### src/rtl/mem_io_responder.sv
// mem_io_responder: memory-side responder for the 8-bit CPU bus.
// Decodes 0x00..RAM_TOP as on-chip RAM and 0xF0..0xF6 as memory-mapped I/O:
// GPIO_OUT, synchronised GPIO_IN, STATUS, TX/RX byte FIFOs and a timer.
// The timer exists only when MEMIO_TIMER_EN is defined; otherwise TIMER and
// TIMER_CTRL read as 0x00, writes to them are ignored and STATUS b4 stays 0.
module mem_io_responder #(
  parameter logic [7:0]  RAM_TOP    = 8'hEF,
  parameter int unsigned FIFO_DEPTH = 4,
  parameter logic [7:0]  GPIO_RST   = 8'h00,
  parameter int unsigned TIMER_DIV  = 16
) (
  input  logic       clk,
  input  logic       rst,
  input  logic       write,
  input  logic       read,
  input  logic [7:0] address,
  input  logic [7:0] dout,
  output logic [7:0] din,
  output logic [7:0] gpio_out,
  input  logic [7:0] gpio_in,
  output logic [7:0] tx_data,
  output logic       tx_valid,
  input  logic       tx_ready,
  input  logic [7:0] rx_data,
  input  logic       rx_valid,
  output logic       rx_ready
);

  localparam int unsigned   PW      = $clog2(FIFO_DEPTH);
  localparam int unsigned   CW      = PW + 1;
  localparam logic [CW-1:0] DEPTH_C = CW'(FIFO_DEPTH);

  localparam logic [7:0] A_GPIO_OUT = 8'hF0;
  localparam logic [7:0] A_GPIO_IN  = 8'hF1;
  localparam logic [7:0] A_STATUS   = 8'hF2;
  localparam logic [7:0] A_TX_DATA  = 8'hF3;
  localparam logic [7:0] A_RX_DATA  = 8'hF4;
  localparam logic [7:0] A_TIMER    = 8'hF5;
  localparam logic [7:0] A_TCTRL    = 8'hF6;

  // Storage arrays
  logic [7:0] ram_q    [0:RAM_TOP];
  logic [7:0] tx_mem_q [FIFO_DEPTH];
  logic [7:0] rx_mem_q [FIFO_DEPTH];

  // Control state
  logic [7:0]    gpio_out_q, sync1_q, sync2_q;
  logic [PW-1:0] tx_wp_q, tx_wp_d, tx_rp_q, tx_rp_d;
  logic [PW-1:0] rx_wp_q, rx_wp_d, rx_rp_q, rx_rp_d;
  logic [CW-1:0] tx_cnt_q, tx_cnt_d, rx_cnt_q, rx_cnt_d;
  logic          ovf_q, ovf_d;

  // Decoded strobes; a simultaneous write suppresses the read side effect
  logic wr_ram, wr_gpio, wr_status, wr_tx, rd_rx;
  logic tx_full, tx_empty, rx_full, rx_empty;
  logic tx_push, tx_drop, tx_pop, rx_push, rx_pop;
  logic sts_wrap;
  logic [7:0] timer_rd, tctrl_rd, status;

  assign wr_ram    = write && (address <= RAM_TOP);
  assign wr_gpio   = write && (address == A_GPIO_OUT);
  assign wr_status = write && (address == A_STATUS);
  assign wr_tx     = write && (address == A_TX_DATA);
  assign rd_rx     = read && !write && (address == A_RX_DATA);

  assign tx_full  = (tx_cnt_q == DEPTH_C);
  assign tx_empty = (tx_cnt_q == '0);
  assign rx_full  = (rx_cnt_q == DEPTH_C);
  assign rx_empty = (rx_cnt_q == '0);

  // Fullness is judged at cycle start, so a same-cycle pop does not make room
  assign tx_push = wr_tx && !tx_full;
  assign tx_drop = wr_tx && tx_full;
  assign tx_pop  = !tx_empty && tx_ready;
  assign rx_push = rx_valid && !rx_full;
  assign rx_pop  = rd_rx && !rx_empty;

  assign tx_valid = !tx_empty;
  assign tx_data  = tx_mem_q[tx_rp_q];
  assign rx_ready = !rx_full;
  assign gpio_out = gpio_out_q;

  assign status = {2'b00, ovf_q, sts_wrap, rx_full, rx_empty, tx_empty, tx_full};

  // Next-state logic for FIFO pointers, counts and the overflow sticky bit
  always_comb begin
    // NOTE: every combinational output gets a default first so no path leaves it unassigned (which would infer a latch).
    tx_wp_d  = tx_wp_q + PW'(tx_push);
    tx_rp_d  = tx_rp_q + PW'(tx_pop);
    tx_cnt_d = tx_cnt_q + CW'(tx_push) - CW'(tx_pop);
    rx_wp_d  = rx_wp_q + PW'(rx_push);
    rx_rp_d  = rx_rp_q + PW'(rx_pop);
    rx_cnt_d = rx_cnt_q + CW'(rx_push) - CW'(rx_pop);
    ovf_d    = (ovf_q && !(wr_status && dout[5])) || tx_drop;
  end

  // Control registers with asynchronous active-low reset
  always_ff @(posedge clk or negedge rst) begin
    // NOTE: clocked state uses non-blocking assignments so every register samples pre-edge values.
    if (!rst) begin
      gpio_out_q <= GPIO_RST;
      sync1_q    <= '0;
      sync2_q    <= '0;
      tx_wp_q    <= '0;
      tx_rp_q    <= '0;
      tx_cnt_q   <= '0;
      rx_wp_q    <= '0;
      rx_rp_q    <= '0;
      rx_cnt_q   <= '0;
      ovf_q      <= 1'b0;
    end else begin
      if (wr_gpio) gpio_out_q <= dout;
      sync1_q  <= gpio_in;
      sync2_q  <= sync1_q;
      tx_wp_q  <= tx_wp_d;
      tx_rp_q  <= tx_rp_d;
      tx_cnt_q <= tx_cnt_d;
      rx_wp_q  <= rx_wp_d;
      rx_rp_q  <= rx_rp_d;
      rx_cnt_q <= rx_cnt_d;
      ovf_q    <= ovf_d;
    end
  end

  // RAM and FIFO storage writes
  always_ff @(posedge clk) begin
    // NOTE: storage arrays have no reset; RAM must persist across rst and FIFO contents are invalidated by the pointers.
    if (wr_ram)  ram_q[address]     <= dout;
    if (tx_push) tx_mem_q[tx_wp_q]  <= dout;
    if (rx_push) rx_mem_q[rx_wp_q]  <= rx_data;
  end

`ifdef MEMIO_TIMER_EN
  localparam int unsigned  DW       = (TIMER_DIV > 1) ? $clog2(TIMER_DIV) : 1;
  localparam logic [DW-1:0] DIV_LAST = DW'(TIMER_DIV - 1);

  logic [7:0]    timer_q, timer_d, tctrl_q, tctrl_d;
  logic [DW-1:0] presc_q, presc_d;
  logic          wrap_q, wrap_d, tick, wrap_set, wr_timer, wr_tctrl;

  assign wr_timer = write && (address == A_TIMER);
  assign wr_tctrl = write && (address == A_TCTRL);
  assign tick     = tctrl_q[0] && (presc_q == DIV_LAST);

  // Timer next state; a CPU load beats a tick and restarts the prescaler
  always_comb begin
    timer_d  = timer_q;
    tctrl_d  = tctrl_q;
    presc_d  = presc_q;
    wrap_set = 1'b0;
    if (tctrl_q[0]) presc_d = tick ? '0 : presc_q + 1'b1;
    if (tick) begin
      timer_d  = timer_q + 8'd1;
      wrap_set = (timer_q == 8'hFF);
    end
    if (wr_timer) begin
      timer_d  = dout;
      presc_d  = '0;
      wrap_set = 1'b0;
    end
    if (wr_tctrl) tctrl_d = dout;
    wrap_d = (wrap_q && !(wr_status && dout[4])) || wrap_set;
  end

  // Timer registers
  always_ff @(posedge clk or negedge rst) begin
    if (!rst) begin
      timer_q <= '0;
      tctrl_q <= '0;
      presc_q <= '0;
      wrap_q  <= 1'b0;
    end else begin
      timer_q <= timer_d;
      tctrl_q <= tctrl_d;
      presc_q <= presc_d;
      wrap_q  <= wrap_d;
    end
  end

  assign timer_rd = timer_q;
  assign tctrl_rd = tctrl_q;
  assign sts_wrap = wrap_q;
`else
  assign timer_rd = 8'h00;
  assign tctrl_rd = 8'h00;
  assign sts_wrap = 1'b0;
`endif

  // Combinational read mux; 0x00 when idle or unmapped
  always_comb begin
    din = 8'h00;
    if (read) begin
      if (address <= RAM_TOP) begin
        din = ram_q[address];
      end else begin
        case (address)
          A_GPIO_OUT: din = gpio_out_q;
          A_GPIO_IN:  din = sync2_q;
          A_STATUS:   din = status;
          A_RX_DATA:  din = rx_empty ? 8'h00 : rx_mem_q[rx_rp_q];
          A_TIMER:    din = timer_rd;
          A_TCTRL:    din = tctrl_rd;
          default:    din = 8'h00;
        endcase
      end
    end
  end

endmodule

### config.mk
export PLATFORM = sky130hd
export DESIGN_NAME = mem_io_responder
export DESIGN_NICKNAME = d
export VERILOG_FILES = /design/src/rtl/mem_io_responder.sv
export SDC_FILE = /design/constraint.sdc
export NUM_CORES = 2
export LEC_CHECK = 0
export CAP_MARGIN = 20
export CORE_MARGIN = 8
export CORE_UTILIZATION = 57
export DETAILED_ROUTE_END_ITERATION = 12
export PLACE_DENSITY_LB_ADDON = 0.3
export SLEW_MARGIN = 30
export SYNTH_ARGS = -nofsm -noshare
export SYNTH_HDL_FRONTEND = slang
export SYNTH_SLANG_ARGS = --single-unit
### constraint.sdc
create_clock -name clk -period 2.6 [get_ports clk]
set_input_delay 0.26 -clock clk [delete_from_list [all_inputs] [get_ports clk]]
set_output_delay 0.26 -clock clk [all_outputs]
set_load 0.02 [all_outputs]
Word-level counts from Yosys, hierarchy flattened --
Memories as Yosys holds them, arrays and structs flattened. Index checks and enable logic that the tools add are counted.
Word-level totals: register bits after elaboration 39, latch bits 0, bits in writable memories 1984, bits in read-only memories 0, input bits 38, output and inout bits 26, word-level logic and storage cells 61, memories 3
Memory list:
- ram_q | depth 240, bits a word 8, read ports 1, clocked after memory_dff 0, write ports 1, line 42 | logic [7:0] ram_q [0:RAM_TOP];
- rx_mem_q | depth 4, bits a word 8, read ports 1, clocked after memory_dff 0, write ports 1, line 44 | logic [7:0] rx_mem_q [FIFO_DEPTH];
- tx_mem_q | depth 4, bits a word 8, read ports 1, clocked after memory_dff 0, write ports 1, line 43 | logic [7:0] tx_mem_q [FIFO_DEPTH];
Cells by class: add/subtract/negate cells 8, $mul 0, div/mod/pow operators 0, $lt $le $gt $ge 1, equal/unequal tests 7, shift-type cells 0, muxes and demuxes 10, bitwise operators 0, reduce and logical (&&, ||, !) cells 22
Operators with widths (count):
- equality test 8 bit (second input constant) | 5
- case mux 8 bit (4 select lines) | 1
- two-way mux 8 bit | 3
- logical AND 1 bit | 13
- adder 2 x 1 -> 2 bit | 4
- <= comparator 8 bit (second input constant) | 1
- adder 3 x 1 -> 3 bit | 2
- equality test 3 bit (second input constant) | 2
- zero test 1 bit | 6
- zero test 3 bit | 2
- two-way mux 1 bit | 6
- subtractor 3 x 1 -> 3 bit | 2
- logical OR 1 bit | 1

Longest topological paths before layout --
depth in word-level cells 6, depth in mapped cells 18

Least setup slack after synthesis --
Ideal clock, no wire load.
path type input port to flip-flop, start in address[0], end reg tx_cnt_q[2], arrival time 3040 ps, data required time 2477 ps, path slack -563 ps, cell stages on the path 18, buffers on the path 6, cell sequence buf_6 > buf_8 > buf_8 > buf_8 > buf_6 > buf_6 > nand2_1 > nor3_1 > nand3_1 > nor2_1 > inv_1 > ha_1 > inv_1 > ha_1 > inv_1 > fa_1 > xnor2_1 > xnor2_1
Between the ends: longest elaborated chain between the ends 5
RTL lines:
- start, declared | line 16 | input logic [7:0] address,
- equality test 8 bit | line 63 | assign wr_tx = write && (address == A_TX_DATA);
- logical AND 1 bit | line 63
- logical AND 1 bit | line 72 | assign tx_push = wr_tx && !tx_full;
- adder 3 x 1 -> 3 bit | line 90 | tx_cnt_d = tx_cnt_q + CW'(tx_push) - CW'(tx_pop);
- subtractor 3 x 1 -> 3 bit | line 90
- named net tx_cnt_d[2] | line 50 | logic [CW-1:0] tx_cnt_q, tx_cnt_d, rx_cnt_q, rx_cnt_d;
- end signal, assigned | line 117 | tx_cnt_q <= tx_cnt_d;
- end, declared | line 50
The timed path passes the listed nets, and every way through them passes these cells. A chain may end at the register's enable or synchronous reset.

Worst setup path in the final report --
start mem ram_q[139][3], end out din[3]
Between the ends: longest elaborated chain between the ends 3
RTL lines:
- start, declared | line 42
- memory (240 x 8 bit)
- two-way mux 8 bit | line 193 | if (address <= RAM_TOP) begin
- two-way mux 8 bit | line 192 | if (read) begin
- end, declared | line 18 | output logic [7:0] din,
No other way between the ends.

==> results by stage <==
Synthesis:
- Synthesis inferred roughly 2000 register bits.
- Averaged over all synthesized cells, the footprint is 21.0 sq um.
- sky130_fd_sc_hd__edfxtp_1 takes more of the synthesized area than any other cell.
- The cell count after synthesis is roughly 3800.
- The fraction of registers with async set/reset is 0.0193.
- Ranked by total cell area, the synthesized netlist is headed by sky130_fd_sc_hd__edfxtp_1 75%, sky130_fd_sc_hd__mux4_2 14%, sky130_fd_sc_hd__mux2i_1 2.1%.
- By instance count, the leading cell after synthesis is sky130_fd_sc_hd__edfxtp_1.
- The commonest cells after synthesis are 1984 x sky130_fd_sc_hd__edfxtp_1, 478 x sky130_fd_sc_hd__mux4_2, 268 x sky130_fd_sc_hd__nor2_1, 164 x sky130_fd_sc_hd__mux2i_1, 125 x sky130_fd_sc_hd__nand2_1.
- The top flip-flop cell by instance count after synthesis is sky130_fd_sc_hd__edfxtp_1.
- The number of warnings reported in the yosys synthesis log is 0.
- For this run, the register share of the synthesized area comes to 0.767.
- The synthesized area is ~79000 sq um.
- The synthesized netlist net count is 3801.
- The share of synthesized area in the top cell type comes to 0.754.
- After synthesis, the netlist uses 68 different library cells.
- Counting flops with a built-in enable in the synthesized netlist gives 1984.

GRT:
- The remaining global-route overflow is 0.
- The total global-route track usage is 0.280.
- The initial antenna violation count was 3.
- The via count of the first global-routing pass is 43000.
- The first-pass GRT wire length is 305000 um.
- The largest net degree at the start of global routing is 116.

Placed design:
- Prior to clock tree synthesis, the placed netlist has a worst setup slack of -1.73 ns.
- In this run, placement finished with an instance count of between 6000 and 7000.
- The placer's final routability congestion estimate is 0.943.
- In this run the tool buffered the top-level ports with 63 buffer cells.
- Once detailed placement completed, the half-perimeter wirelength came to 139000 um.

Die:
- The floorplan step set the die width to 388 um.
- After floorplanning, the core was divided into 136 placement rows.
- The overall die area is 151000 sq um.
- The core region is 137000 sq um.
- The initial standard-cell utilization of the core is 0.574.
- The die extent in y is 388 um.
- The count of boundary I/O pins is 64.

Status:
- The flow ran to the end, but the final reports show violations.
- The checks that failed: hold timing, setup timing.

Finish:
- Compared with the post-synthesis result, the final layout area differs by 20.1%.
- Once layout is complete, the utilization of the core stands at 0.690.
- The count of cells in the finished layout, fillers not included, comes to 6550.
- Counting the fill cells in the layout gives a little over 8000.
- Summing all multi-input logic gate instances after layout gives 17900 sq um.
- 0 antenna diodes ended up in the layout.
- Of the cells placed in the final design, the portion with a size suffix greater than 1 is 0.365.
- The number of nets in the layout is between 4000 and 5000.
- Registers take 60600 sq um.

Power:
- The combinational group share of total power is 0.075.
- In this run the power spent charging and discharging nets is 15.1 mW.
- The total power density per cell area is between 700 and 800 nW/um^2.
- The share of total power consumed by net switching is 0.220.
- Of the total power, the clock network draws 0.398.
- Cell internal power was estimated by the tool at 53.7 mW.
- The largest voltage drop on the vdd net is between 0.6 and 0.7 mV.
- The register share of total power is 0.526.
- Summed over all cells, the static leakage comes to 31.6 nW.

Drt:
- The vias after detailed routing is 43200.
- The number of vias per cell is 6.60.
- The detailed-router iteration count before antenna repair is 8.
- The routed design has 214000 um of wire.
- The iteration-0 DRC count of the detailed router is ~6000.
- The detail route stage leaves a number of antenna-violating nets equal to 0.
- Dividing the detail-routed wire length by the instance count gives approximately 33 um.
- In the routed design, unresolved DRC markers number 0.

Timing:
- The number of hold violations in the final report is 39.
- The number of max-slew violations in the final report is 0.
- The setup slack after layout is -1.03 ns.
- The smallest clock period supported by the final layout is computed as around 3.6 ns.
- The slew at the pin closest to its max-slew limit is around 0.93 ns.
- The fraction of the cycle the final worst path needs is 1.40.
- Clock skew on the completed layout was measured at 0.0126 ns.
- The normalized max-slew margin is 0.380.
- Setup violations remaining at the end of the flow were counted as 20.
- Setup repair after global routing could not meet its margin everywhere.
- The maximum frequency from static timing analysis is 0.276 GHz.
- The worst hold margin is -0.0198 ns.

Clocking:
- The clock net in this run drives a total of 2023 sinks.
- The clock reaches the later pin of the worst-skew pair after 0.82 ns.
- The register clock-pin slew on the reported worst setup and hold paths is 0.06 ns.
- The clock tree from TritonCTS is built.
- The cell at the root of the clock tree is sky130_fd_sc_hd__clkbuf_16.
- The clock passes through at most 3 buffers.
- The maximum level of the CTS H-tree is 4.
- Buffers inserted during clock tree synthesis total 193.

Setup path:
- The start-to-end type of the worst setup path is reg2out.
- The sort of element at the start of the critical path is a flip-flop.
- Data on the critical path arrives at its endpoint at 3.37 ns.
- STA classifies the critical path endpoint as an output port.
- Data on the critical path is required at its endpoint by 2.34 ns.
- The maximum net fanout on the critical path is 1.

Worst hold path:
- The worst min-delay path class is in2async.

Job:
- Across the run, the number of max-cap violations was 0.
==> what timing repair did <==
item,CTS,global route
resized for setup,153,39
hold endpoints to repair,133,0
hold buffers,11,0
pin swaps,27,22
buffers inserted,5,1
setup endpoints to repair,264,311
gates cloned,0,1
==> area by class of cell <==
class | count | area share
Inverter | 15 | 0.000646
Tap cell | 1794 | 0.0237
Multi-Input combinational cell | 1490 | 0.188
Timing Repair Buffer | 876 | 0.0841
Clock buffer | 239 | 0.0542
Sequential cell | 2023 | 0.638
Clock inverter | 113 | 0.0105
==> logic make-up after synthesis <==
group	share of synthesized area
xor+xnor	0.00111
simple gates	0.0304
compound gates	0.0240
flops	0.767
mux	0.159
fa+ha+maj	0.00146
buf+inv	0.0168
==> routing by layer <==
metal / up-vias / part of all wire / wire [um] / GRT usage
met5: - / 0.000061 / 13 / 0
met4: 2 / 0.046 / 9940 / 0.120
met3: 509 / 0.12 / 24600 / 0.0638
met2: 2975 / 0.46 / 99400 / 0.427
met1: 22500 / 0.37 / 80000 / 0.395
li1: 17300 / - / - / -
==> critical path: stages (launching register included) <==
cell                       delay [ns]
sky130_fd_sc_hd__edfxtp_1        0.38
sky130_fd_sc_hd__mux4_2          0.53
sky130_fd_sc_hd__mux2i_1         0.18
sky130_fd_sc_hd__buf_4           0.14
sky130_fd_sc_hd__o21ai_0         0.16
sky130_fd_sc_hd__o31ai_1         0.32
sky130_fd_sc_hd__buf_4           0.22
sky130_fd_sc_hd__o22ai_4         0.11
sky130_fd_sc_hd__a311o_1         0.36
sky130_fd_sc_hd__buf_6           0.16
==> power by group through the flow <==
stage | clock network (mW) | logic, mW | registers [mW]
after CTS | 27.6 | 5.11 | 36.2
after global routing | 28.8 | 5.40 | 36.2
after detailed placement | 0 | 4.94 | 37.0
after global placement | 0 | 4.85 | 36.9
after floorplan | 0 | 2.39 | 36.9
final | 27.4 | 5.19 | 36.2
==> sequential cells by signal, summed over array words and instances, names as in the netlist <==
register and count:
gpio_out 8, ovf_q 1, ram_q 1920, rx_cnt_q 3, rx_mem_q 32, rx_rp_q 2
rx_wp_q 2, sync1_q 8, sync2_q 8, tx_cnt_q 3, tx_mem_q 32, tx_rp_q 2
tx_wp_q 2
==> cell usage in the layout (no fill, tap or decap), drive strengths merged, types with 11 or more instances in the layout <==
cell type / count
edfxtp: 1984
buf: 817
mux4: 479
nor2: 269
clkbuf: 248
mux2i: 164
nand2: 125
clkinv: 87
a22oi: 73
nand3: 53
dfrtp: 39
a21oi: 39
o21ai: 32
clkdlybuf4s50: 31
nor3: 22
inv: 22
nor2b: 20
bufinv: 14
mux2: 14
a22o: 12
and2: 12
o22ai: 12
a31oi: 12
dlygate4sd3: 11
a2111oi: 11
==> stage by stage <==
step                total power, mW  area, sq um  TNS [ns]
floorplan                      39.3        79100    -29.93
global placement               41.8        87900  -1229.75
detailed placement             41.9        87900  -1221.62
CTS                            69.0        94600     -7.73
global route                   70.4        94800     -7.80
finish                         68.8        94800     -7.40
==> worst paths after layout <==
check                                             start                     end  slack, ns  cells after the start
worst max-delay path            ram_q[139][3]$_DFFE_PP_                  din[3]      -1.03                      9
worst min-delay path                                rst   rx_cnt_q[0]$_DFF_PN0_      -0.02                      2
worst max register to register    rx_cnt_q[1]$_DFF_PN0_   rx_cnt_q[2]$_DFF_PN0_       0.22                     11
worst min register to register     sync1_q[3]$_DFF_PN0_    sync2_q[3]$_DFF_PN0_       0.35                      0
max in group asynchronous                           rst    tx_rp_q[0]$_DFF_PN0_       2.24                      2
min in group clk                                dout[0]  ram_q[20][0]$_DFFE_PP_       0.07                      1
(Power assumes the default switching activity.)
